[src/rtl/trace_pkg.sv]
// Shared definitions for the trace UART transmit buffer.
//   TRACE_FIFO_DEPTH : default number of queued bytes
//   BUSY_TIMEOUT     : BUSY cycles with the UART still reporting idle before
//                      the start is assumed to have been accepted anyway
//   drain_state_t    : states of the drain sequencer
package trace_pkg;

    localparam int TRACE_FIFO_DEPTH = 16;
    localparam int BUSY_TIMEOUT     = 2;

    typedef enum logic [1:0] {
        IDLE  = 2'd0,
        ISSUE = 2'd1,
        BUSY  = 2'd2,
        DRAIN = 2'd3
    } drain_state_t;

endpackage

[src/rtl/trace_tx_fifo_if.sv]
// Bus between the MMIO trace path / UART TX and the trace transmit buffer.
//   wr_data_i, wr_valid_i, wr_ready_o : byte enqueue path
//   flush_i, clr_ovf_i                : queue discard / overflow clear strobes
//   level_o, empty_o, overflow_o      : status register fields
//   uart_data_o, uart_start_o,
//   uart_done_i                       : UART TX start/done handshake
//   dbg_state                         : current drain sequencer state
// Modports: master = producer/UART side, slave = buffer side.
//
// Handshakes: a byte is enqueued on every clock edge where wr_valid_i and
// wr_ready_o are both high; wr_valid_i while wr_ready_o is low drops the byte
// and raises the sticky overflow flag (the producer is never stalled).
// wr_ready_o comes from the registered level only. On the UART side,
// uart_start_o is a single-cycle pulse issued only after uart_done_i was seen
// high; uart_data_o is stable from that pulse until the next one.
interface trace_tx_fifo_if
    import trace_pkg::*;
#(
    parameter int DEPTH = TRACE_FIFO_DEPTH
);
    localparam int CNT_W = $clog2(DEPTH) + 1;

    logic [7:0]       wr_data_i;
    logic             wr_valid_i;
    logic             wr_ready_o;
    logic             flush_i;
    logic             clr_ovf_i;
    logic [CNT_W-1:0] level_o;
    logic             empty_o;
    logic             overflow_o;
    logic [7:0]       uart_data_o;
    logic             uart_start_o;
    logic             uart_done_i;
    drain_state_t     dbg_state;

    modport master (
        output wr_data_i, wr_valid_i, flush_i, clr_ovf_i, uart_done_i,
        input  wr_ready_o, level_o, empty_o, overflow_o,
               uart_data_o, uart_start_o, dbg_state
    );

    modport slave (
        input  wr_data_i, wr_valid_i, flush_i, clr_ovf_i, uart_done_i,
        output wr_ready_o, level_o, empty_o, overflow_o,
               uart_data_o, uart_start_o, dbg_state
    );

endinterface

[src/rtl/sync_fifo.sv]
// Synchronous FIFO: storage, wrapping pointers, occupancy count and flush.
//   clk, rst   : clock, synchronous active-high reset
//   flush      : drop all entries, pointers back to zero (wins over push/pop)
//   push       : write push_data at the tail (caller guarantees not full)
//   pop        : advance the head (caller guarantees not empty)
//   head       : entry at the read pointer, combinational
//   count      : number of stored entries, 0..DEPTH
module sync_fifo #(
    parameter  int DATA_W = 8,
    parameter  int DEPTH  = 16,
    localparam int PTR_W  = $clog2(DEPTH),
    localparam int CNT_W  = PTR_W + 1
) (
    input  logic              clk,
    input  logic              rst,
    input  logic              flush,
    input  logic              push,
    input  logic [DATA_W-1:0] push_data,
    input  logic              pop,
    output logic [DATA_W-1:0] head,
    output logic [CNT_W-1:0]  count
);
    logic [DATA_W-1:0] mem [DEPTH];
    logic [PTR_W-1:0]  wptr;
    logic [PTR_W-1:0]  rptr;

    // DEPTH is a power of two, so pointer overflow is the modulo wrap.
    always_ff @(posedge clk) begin
        if (rst || flush) begin
            wptr  <= '0;
            rptr  <= '0;
            count <= '0;
        end else begin
            if (push) wptr <= wptr + PTR_W'(1);
            if (pop)  rptr <= rptr + PTR_W'(1);
            case ({push, pop})
                2'b10:   count <= count + CNT_W'(1);
                2'b01:   count <= count - CNT_W'(1);
                default: count <= count;
            endcase
        end
    end

    always_ff @(posedge clk) begin
        if (push && !flush && !rst) mem[wptr] <= push_data;
    end

    assign head = mem[rptr];

endmodule

[src/rtl/trace_tx_fifo.sv]
// Trace transmit buffer: queues bytes from the MMIO trace register and feeds
// them one at a time to the UART transmitter.
//   clk_i, rst_i : clock, synchronous active-high reset
//   bus (slave)  : enqueue path, flush / overflow-clear strobes, status
//                  (level, empty, sticky overflow) and the UART start/done
//                  handshake; see trace_tx_fifo_if
// The sync_fifo holds the bytes; this level owns the drain sequencer and
// the overflow flag.
module trace_tx_fifo
    import trace_pkg::*;
#(
    parameter int DEPTH = TRACE_FIFO_DEPTH
) (
    input logic            clk_i,
    input logic            rst_i,
    trace_tx_fifo_if.slave bus
);
    localparam int CNT_W = $clog2(DEPTH) + 1;

    drain_state_t     state, state_n;
    logic [1:0]       busy_cnt, busy_cnt_n;
    logic [CNT_W-1:0] count;
    logic [7:0]       head;
    logic [7:0]       data_q;
    logic             start_q;
    logic             overflow_q;
    logic             full, empty, push, pop, ovf_set;

    // Full comes from the registered count, so a same-cycle pop never
    // admits a write. A flush swallows a concurrent write silently.
    assign full    = (count == CNT_W'(DEPTH));
    assign empty   = (count == '0);
    assign push    = bus.wr_valid_i && !full && !bus.flush_i;
    assign ovf_set = bus.wr_valid_i &&  full && !bus.flush_i;

    sync_fifo #(
        .DATA_W (8),
        .DEPTH  (DEPTH)
    ) u_fifo (
        .clk       (clk_i),
        .rst       (rst_i),
        .flush     (bus.flush_i),
        .push      (push),
        .push_data (bus.wr_data_i),
        .pop       (pop),
        .head      (head),
        .count     (count)
    );

    always_ff @(posedge clk_i) begin
        if (rst_i) begin
            state      <= IDLE;
            busy_cnt   <= '0;
            data_q     <= '0;
            start_q    <= 1'b0;
            overflow_q <= 1'b0;
        end else begin
            state    <= state_n;
            busy_cnt <= busy_cnt_n;
            start_q  <= pop;
            if (pop) data_q <= head;
            // Set wins over clear.
            if (ovf_set)            overflow_q <= 1'b1;
            else if (bus.clr_ovf_i) overflow_q <= 1'b0;
        end
    end

    // Pop happens only on IDLE->ISSUE; the head is latched on that edge so
    // the byte stays valid for the UART until the next ISSUE.
    always_comb begin
        state_n    = state;
        busy_cnt_n = '0;
        pop        = 1'b0;
        case (state)
            IDLE: begin
                if (!empty && bus.uart_done_i) begin
                    state_n = ISSUE;
                    pop     = 1'b1;
                end
            end
            ISSUE: state_n = BUSY;
            BUSY: begin
                // A UART that never drops done (e.g. a very short frame
                // that was missed) must not wedge the sequencer.
                if (!bus.uart_done_i || busy_cnt == 2'(BUSY_TIMEOUT)) begin
                    state_n = DRAIN;
                end else begin
                    busy_cnt_n = busy_cnt + 2'd1;
                end
            end
            DRAIN: begin
                if (bus.uart_done_i) state_n = IDLE;
            end
            default: state_n = IDLE;
        endcase
    end

    assign bus.wr_ready_o   = !full;
    assign bus.level_o      = count;
    assign bus.empty_o      = empty;
    assign bus.overflow_o   = overflow_q;
    assign bus.uart_data_o  = data_q;
    assign bus.uart_start_o = start_q;
    assign bus.dbg_state    = state;

endmodule

[src/flat_wrapper.sv]
// flat-port wrapper written by rule: the top's interface ports become plain ports
module trace_tx_fifo_flat import trace_pkg::*;
#(
    parameter int DEPTH = TRACE_FIFO_DEPTH
)
  (clk_i, rst_i, bus_wr_data_i, bus_wr_valid_i, bus_flush_i, bus_clr_ovf_i, bus_uart_done_i, bus_wr_ready_o, bus_level_o, bus_empty_o, bus_overflow_o, bus_uart_data_o, bus_uart_start_o, bus_dbg_state);
  trace_tx_fifo_if #(.DEPTH(DEPTH)) bus_i ();
  input logic clk_i;
  input logic rst_i;
  input wire logic [$bits(bus_i.wr_data_i)-1:0] bus_wr_data_i;
  input wire logic [$bits(bus_i.wr_valid_i)-1:0] bus_wr_valid_i;
  input wire logic [$bits(bus_i.flush_i)-1:0] bus_flush_i;
  input wire logic [$bits(bus_i.clr_ovf_i)-1:0] bus_clr_ovf_i;
  input wire logic [$bits(bus_i.uart_done_i)-1:0] bus_uart_done_i;
  output wire logic [$bits(bus_i.wr_ready_o)-1:0] bus_wr_ready_o;
  output wire logic [$bits(bus_i.level_o)-1:0] bus_level_o;
  output wire logic [$bits(bus_i.empty_o)-1:0] bus_empty_o;
  output wire logic [$bits(bus_i.overflow_o)-1:0] bus_overflow_o;
  output wire logic [$bits(bus_i.uart_data_o)-1:0] bus_uart_data_o;
  output wire logic [$bits(bus_i.uart_start_o)-1:0] bus_uart_start_o;
  output wire logic [$bits(bus_i.dbg_state)-1:0] bus_dbg_state;
  assign bus_i.wr_data_i = bus_wr_data_i;
  assign bus_i.wr_valid_i = bus_wr_valid_i;
  assign bus_i.flush_i = bus_flush_i;
  assign bus_i.clr_ovf_i = bus_clr_ovf_i;
  assign bus_i.uart_done_i = bus_uart_done_i;
  assign bus_wr_ready_o = bus_i.wr_ready_o;
  assign bus_level_o = bus_i.level_o;
  assign bus_empty_o = bus_i.empty_o;
  assign bus_overflow_o = bus_i.overflow_o;
  assign bus_uart_data_o = bus_i.uart_data_o;
  assign bus_uart_start_o = bus_i.uart_start_o;
  assign bus_dbg_state = bus_i.dbg_state;
  trace_tx_fifo #(.DEPTH(DEPTH)) u_core (.clk_i(clk_i), .rst_i(rst_i), .bus(bus_i));
endmodule
[config.mk]
export PLATFORM = sky130hd
export DESIGN_NAME = trace_tx_fifo_flat
export DESIGN_NICKNAME = d
export VERILOG_FILES = /design/src/rtl/trace_pkg.sv /design/src/rtl/trace_tx_fifo_if.sv /design/src/rtl/sync_fifo.sv /design/src/rtl/trace_tx_fifo.sv /design/src/flat_wrapper.sv
export SDC_FILE = /design/constraint.sdc
export NUM_CORES = 1
export LEC_CHECK = 0
export ABC_AREA = 1
export BUFFER_PORTS_ARGS = -buffer_cell sky130_fd_sc_hd__buf_2
export CORE_ASPECT_RATIO = 0.5
export CORE_UTILIZATION = 61
export DETAILED_ROUTE_END_ITERATION = 16
export GPL_TIMING_DRIVEN = 1
export MAX_ROUTING_LAYER = met4
export PLACE_DENSITY = 0.79
export SYNTH_ARGS = -nofsm -noshare
export SYNTH_HDL_FRONTEND = slang
export SYNTH_SLANG_ARGS = --single-unit
export TNS_END_PERCENT = 5
[constraint.sdc]
create_clock -name clk_i -period 2.8 [get_ports clk_i]
set_input_delay 0.28 -clock clk_i [delete_from_list [all_inputs] [get_ports clk_i]]
set_output_delay 0.28 -clock clk_i [all_outputs]
set_load 0.005 [all_outputs]
# [Word level (Yosys, flattened, before mapping)]
# Memory sizes are Yosys's and may differ from the RTL's. A register that Yosys moved wholly into a read port is not among the register bits.
# Cells that the tools add are included.
[totals] register_bits=19 ramBits=128 input_bits=14 out_inout_bits=19 wordCells=55 memories=1
[classes] addsub=5 n_eq_ne=10 muxes=11 bitwise_logic=1 reduce_logical=20
[mem_list] name="u_core.u_fifo.mem" depth=16 width=8 rd=1 rd_ports_with_merged_regs=1 wr=1 line="sync_fifo.sv:23" text="logic [DATA_W-1:0] mem [DEPTH];"
[op_table] op="5-bit one-hot mux with 2 select lines" n=1
[op_table] op="4-bit by 1-bit adder with 4-bit output, second input constant" n=2
[op_table] op="2-bit == test, second input constant" n=4
[op_table] op="2-bit one-hot mux with 4 select lines" n=1
[op_table] op="1-bit logical AND" n=7
[op_table] op="1-bit 2-to-1 mux" n=6
[op_table] op="2-bit 2-to-1 mux" n=3
[op_table] op="5-bit by 1-bit adder with 5-bit output, second input constant" n=1
[op_table] op="5-bit == test, second input constant" n=1
[op_table] op="1-bit logical NOT" n=5
[op_table] op="5-bit logical NOT" n=1
[op_table] op="5-bit by 1-bit subtractor with 5-bit output, second input constant" n=1
[op_table] op="2-bit by 1-bit == test with 1-bit output, second input constant" n=2
[op_table] op="2-bit by 1-bit inequality test with 1-bit output, second input constant" n=2
[op_table] op="2-bit nonzero test" n=2
[op_table] op="3-bit AND reduction" n=1
[op_table] op="3-bit OR reduction" n=1
[op_table] op="2-bit by 1-bit adder with 2-bit output, second input constant" n=1
[op_table] op="2-bit logical NOT" n=1
[op_table] op="1-bit logical OR" n=2
[op_table] op="2-bit inequality test, second input constant" n=1
[op_table] op="1-bit NOT" n=1

# [Depth between registers and ports, before layout]
[depth] ltp_word=8 depth_mapped=16

# [Modules after synthesis]
# Synthesis repeated with hierarchy kept, for this count alone.
[unflattened] hier_cells=623 area_unflattened_um2=6816.5
[by_module_without_submodules] module="sync_fifo" n_inst=1 cells_each=538 area_each_um2=6169.7 seq_area_each_um2=4184.0
[by_module_without_submodules] module="trace_tx_fifo" n_inst=1 cells_each=85 area_each_um2=646.9 seq_area_each_um2=280.3

# [Worst setup path before layout]
# Ideal clock, no wire load.
[synth_timing] kind="flip-flop to flip-flop" from="register u_core.state[0] (netlist: u_core.bus.dbg_state[0])" to="register u_core.u_fifo.count[4]" setup_time_ns=0.070 arrival_time_ns=2.113 slack_ns=0.617 stages_incl_launch_ff=16 n_path_buf=1 synth_period_minus_slack_ns=2.183 path_cell_list="dfxtp_1 inv_1 ha_1 inv_1 nor2_2 buf_6 ha_1 inv_1 fa_1 inv_1 nand2_1 a21boi_0 o21bai_1 nand2_1 nand2_1 a21oi_1"
[synth_via] elab_chain_len=4
[synth_lines] element="from (decl)" line="trace_tx_fifo.sv:20" text="drain_state_t state, state_n;"
[synth_lines] element="from (signal assigned)" line="trace_tx_fifo.sv:58" text="state <= state_n;"
[synth_lines] element="2-bit logical NOT (*)" line="trace_tx_fifo.sv:74" text="case (state)"
[synth_lines] element="1-bit 2-to-1 mux (*)" line="trace_tx_fifo.sv:74"
[synth_lines] element="net u_core.pop" line="trace_tx_fifo.sv:27" text="logic full, empty, push, pop, ovf_set;"
[synth_lines] element="2-bit by 1-bit == test with 1-bit output / 2-bit == test (equally long branches)" line="sync_fifo.sv:36" text="case ({push, pop})"
[synth_lines] element="5-bit one-hot mux with 2 select lines / 2-bit nonzero test (equally long branches)"
[synth_lines] element="to (signal assigned)" line="sync_fifo.sv:37" text="2'b10: count <= count + CNT_W'(1);"
[synth_lines] element="to (signal assigned)" line="sync_fifo.sv:38" text="2'b01: count <= count - CNT_W'(1);"
[synth_lines] element="to (signal assigned)" line="sync_fifo.sv:39" text="default: count <= count;"
[synth_lines] element="to (decl)" line="sync_fifo.sv:21" text="output logic [CNT_W-1:0] count"
# The timed path passes the listed nets; every way through them passes the cells marked *.
# A chain may end at the register's enable or synchronous reset.

# [Worst setup path in the final report]
[layout_timing] from="register u_core.u_fifo.count[1]" to="register u_core.u_fifo.count[4]"
[layout_via] elab_chain_len=7
[layout_lines] element="5-bit logical NOT" line="trace_tx_fifo.sv:32" text="assign empty = (count == '0);"
[layout_lines] element="1-bit logical NOT" line="trace_tx_fifo.sv:76" text="if (!empty && bus.uart_done_i) begin"
[layout_lines] element="1-bit logical AND" line="trace_tx_fifo.sv:76"
[layout_lines] element="1-bit 2-to-1 mux" line="trace_tx_fifo.sv:76"
[layout_lines] element="1-bit 2-to-1 mux" line="trace_tx_fifo.sv:74"
[layout_lines] element="2-bit by 1-bit == test with 1-bit output / 2-bit == test (equally long branches)" line="sync_fifo.sv:36"
[layout_lines] element="5-bit one-hot mux with 2 select lines / 2-bit nonzero test (equally long branches)"
# Parallel ways exist; a longest one is shown, timed or not.

==> results.toml <==
[outcome]
status = "finished, final reports clean"

[critical_path]
max_stage_delay_ns = 0.41
cp.required_ns = 3.15
critPathCaptureType = "flop"
crit_type = "flop to flop"
crit_path_start_kind = "flop"
slowest_stage = "fa_1"
path_max_fanout = 5
crit_chain = "inv_1 -> nand4_2 -> nand2_2 -> nor2_2 -> ha_1 -> inv_1 -> fa_1 -> inv_1 -> nand2_1 -> a21boi_0 -> o21bai_1 -> nand2_1 -> nand2_1 -> a21oi_1"
worstPathArrival_ns = 2.63

[cts]
cts_made_buffers = 17
htreeDepth = 4
postCtsHoldBufs = 0
clockBufferDepth = 2
cts_tree = "yes"
clkSinkCount = 155
insertion_delay_ns = 0.42
cts_resized = 0
post_cts_buffers = 0
clock-root-buffer = "clkbuf_16"
path_clk_slew_ns = 0.06

[power_and_ir_drop]
p_leak_nw = 3.38
net-switching-power_w = 0.00136
vdd_drop_max_mv = 0.596
seqPwrFrac_pct = 45.4
sw_frac_of_total_pct = 23.8
p_comb_share_pct = 10.6
p_int_w = 0.00433
clkPwrFrac_pct = 44.0
powerDensity_nw_per_um2 = 727

[placed_design]
hpwl_mm = 9.70
dp.cells = 861
place_congestion = 0.826
io_buffers = 32

[detailed_routing]
via_per_inst = 5.49
drtPass1Iterations = 7
initialDrtViolationCount = 517
dr_total_vias = 4905
drc = 0
wire_per_inst_um = 17.4
ant_nets = 0
wl_mm = 15.6

[synthesis]
synth_area_leaders = "edfxtp_1 56%, nand2_1 12%, dfxtp_1 7.8%"
netlist_area_um2 = 6910
seq_area_frac_synth_pct = 63.4
synth.distinct_cells = 31
synth_top_area_share_pct = 55.6
synth-seq-cells = 155
syn-num-nets = 725
yosysTopAreaCell = "edfxtp_1"
synth_area_per_cell_um2 = 9.92
synth_cells = 697
yosys_warnings = 0

[cells_and_area]
layout.nets = 763
area_delta_synth_final_pct = 13.2
diodes = 0
layout.cells.non_filler = 893
drive_gt1_share_pct = 12.7
final_util_pct = 71.0

[sta]
tightest_slew_ns = 0.749
fin_crit_sh_pct = 81.7
clock_skew_ns = 0.00687
max-slew-margin-rel_pct = 49.9
rsz0062_at_grt = "false"
slew_viol_final = 0
finalSetupTns_ns = 0
finalSetupViolCount = 0
min_period_ns = 2.29
finalHoldWorstSlack_ns = 0.130
hold_viol_final = 0
fmax_mhz = 437

[global_routing]
grtUsageTotal_pct = 29.1
grt_remaining_overflow = 0
grt_max_degree = 65
grt_pass1_wl_mm = 24.6
antenna_found_initial = 0
grt_pass1_vias = 4701

[die]
dieArea_um2 = 11800
start_util_pct = 62.8
coreArea_um2 = 11000
die_w_um = 153
io_pins = 33
die_y_um = 77.3
row_count = 27

[run]
cap_violations = 0

[worst_hold_path]
hold_class = "input pin to flop"
worst paths after layout:
check                           slack (ns)                             endpoint                           startpoint  cells past startpoint
worst max-delay path                  0.51  u_core.u_fifo.count[4]$_SDFFE_PP0P_  u_core.u_fifo.count[1]$_SDFFE_PP0P_                     14
worst max register to register        0.51  u_core.u_fifo.count[4]$_SDFFE_PP0P_  u_core.u_fifo.count[1]$_SDFFE_PP0P_                     14
worst min-delay path                  0.13   u_core.bus.overflow_o$_SDFFE_PP0P_                        bus_clr_ovf_i                      4
worst min register to register        0.44        u_core.busy_cnt[0]$_SDFF_PP0_        u_core.busy_cnt[0]$_SDFF_PP0_                      1
power groups by stage:
stage | sequential [W] | combinational, W | clock (W)
4_1_cts | 0.00258 | 0.000599 | 0.00251
3_3_place_gp | 0.00262 | 0.000570 | 0
6_report | 0.00258 | 0.000604 | 0.00250
2_1_floorplan | 0.00263 | 0.000407 | 0
5_1_grt | 0.00259 | 0.000675 | 0.00262
3_5_place_dp | 0.00263 | 0.000587 | 0
metrics by stage:
step,power (W),cell area (um^2),setup WS (ns)
finish,0.00569,7820,0.513
global route,0.00588,7820,0.271
CTS,0.00569,7820,0.500
detailed placement,0.00322,7180,0.536
global placement,0.00319,7180,0.671
floorplan,0.00304,6910,0.617
worst max-delay path: cells and delay by family, from the launching register on:
family,cells,cell delay (ns)
and+or+nand+nor,6,0.49
buffers and inverters,3,0.29
AOI/OAI and AO/OA,3,0.36
adders and majority gates,2,0.70
DFF,1,0.38
state kept, by name, summed over array words and instances (netlist names):
| register | cells |
|---|---|
| u_core.bus.dbg_state | 2 |
| u_core.bus.overflow_o | 1 |
| u_core.bus.uart_data_o | 8 |
| u_core.bus.uart_start_o | 1 |
| u_core.busy_cnt | 2 |
| u_core.u_fifo.count | 5 |
| u_core.u_fifo.mem | 128 |
| u_core.u_fifo.rptr | 4 |
| u_core.u_fifo.wptr | 4 |
layer usage:
metal | part of all wire [%] | global-route usage (%) | vias to the layer above | routed length (um)
met3 | 10 | 7.46 | 17 | 1630
met1 | 41 | 36.8 | 2290 | 6390
met4 | 1.0 | 7.88 | 0 | 163
met5 | 0 | - | - | 0
li1 | - | - | 2340 | -
met2 | 47 | 47.1 | 258 | 7380
cells by family (layout without fill, tap and decap cells):
logic type	after synthesis	count (layout)	synth area share (%)
and+or+nand+nor	359	359	22.1
xor gates and xnor gates	5	5	0.633
AOI/OAI and AO/OA	33	33	2.75
adders and majority gates	14	14	2.64
DFF	155	155	63.4
buffers and inverters	131	182	8.47
cell type report:
class | instances | area [um^2]
clock buffer | 17 | 425
fill | 743 | 3190
tap | 145 | 181
inverter | 102 | 385
timing repair buffer | 48 | 280
multi-input combinational | 411 | 1940
clock inverter | 15 | 223
sequential | 155 | 4390
cells in the final DEF (no fill, tap or decap), drive strengths merged, types with 2 or more instances in the layout:
master | netlist | routed
clkinvlp | 0 | 3
dfxtp | 27 | 27
inv | 101 | 102
bufinv | 0 | 5
edfxtp | 128 | 128
nand4 | 2 | 2
o21a | 8 | 8
clkinv | 1 | 7
nand2 | 227 | 227
xor2 | 4 | 4
nor2 | 26 | 26
nor3 | 2 | 2
nand3 | 99 | 99
buf | 29 | 48
o21ai | 9 | 9
clkbuf | 0 | 17
a21oi | 14 | 14
ha | 13 | 13
Yosys cell counts, drive strengths merged:
cell,n
a21boi,1
a21oi,14
buf,29
clkinv,1
dfxtp,27
edfxtp,128
fa,1
ha,13
inv,101
nand2,227
nand3,99
nand3b,1
nand4,2
nor2,26
nor3,2
nor3b,1
o21a,8
o21ai,9
o21bai,1
or2,1
xnor2,1
xor2,4
Power figures use the tool's default switching activity.
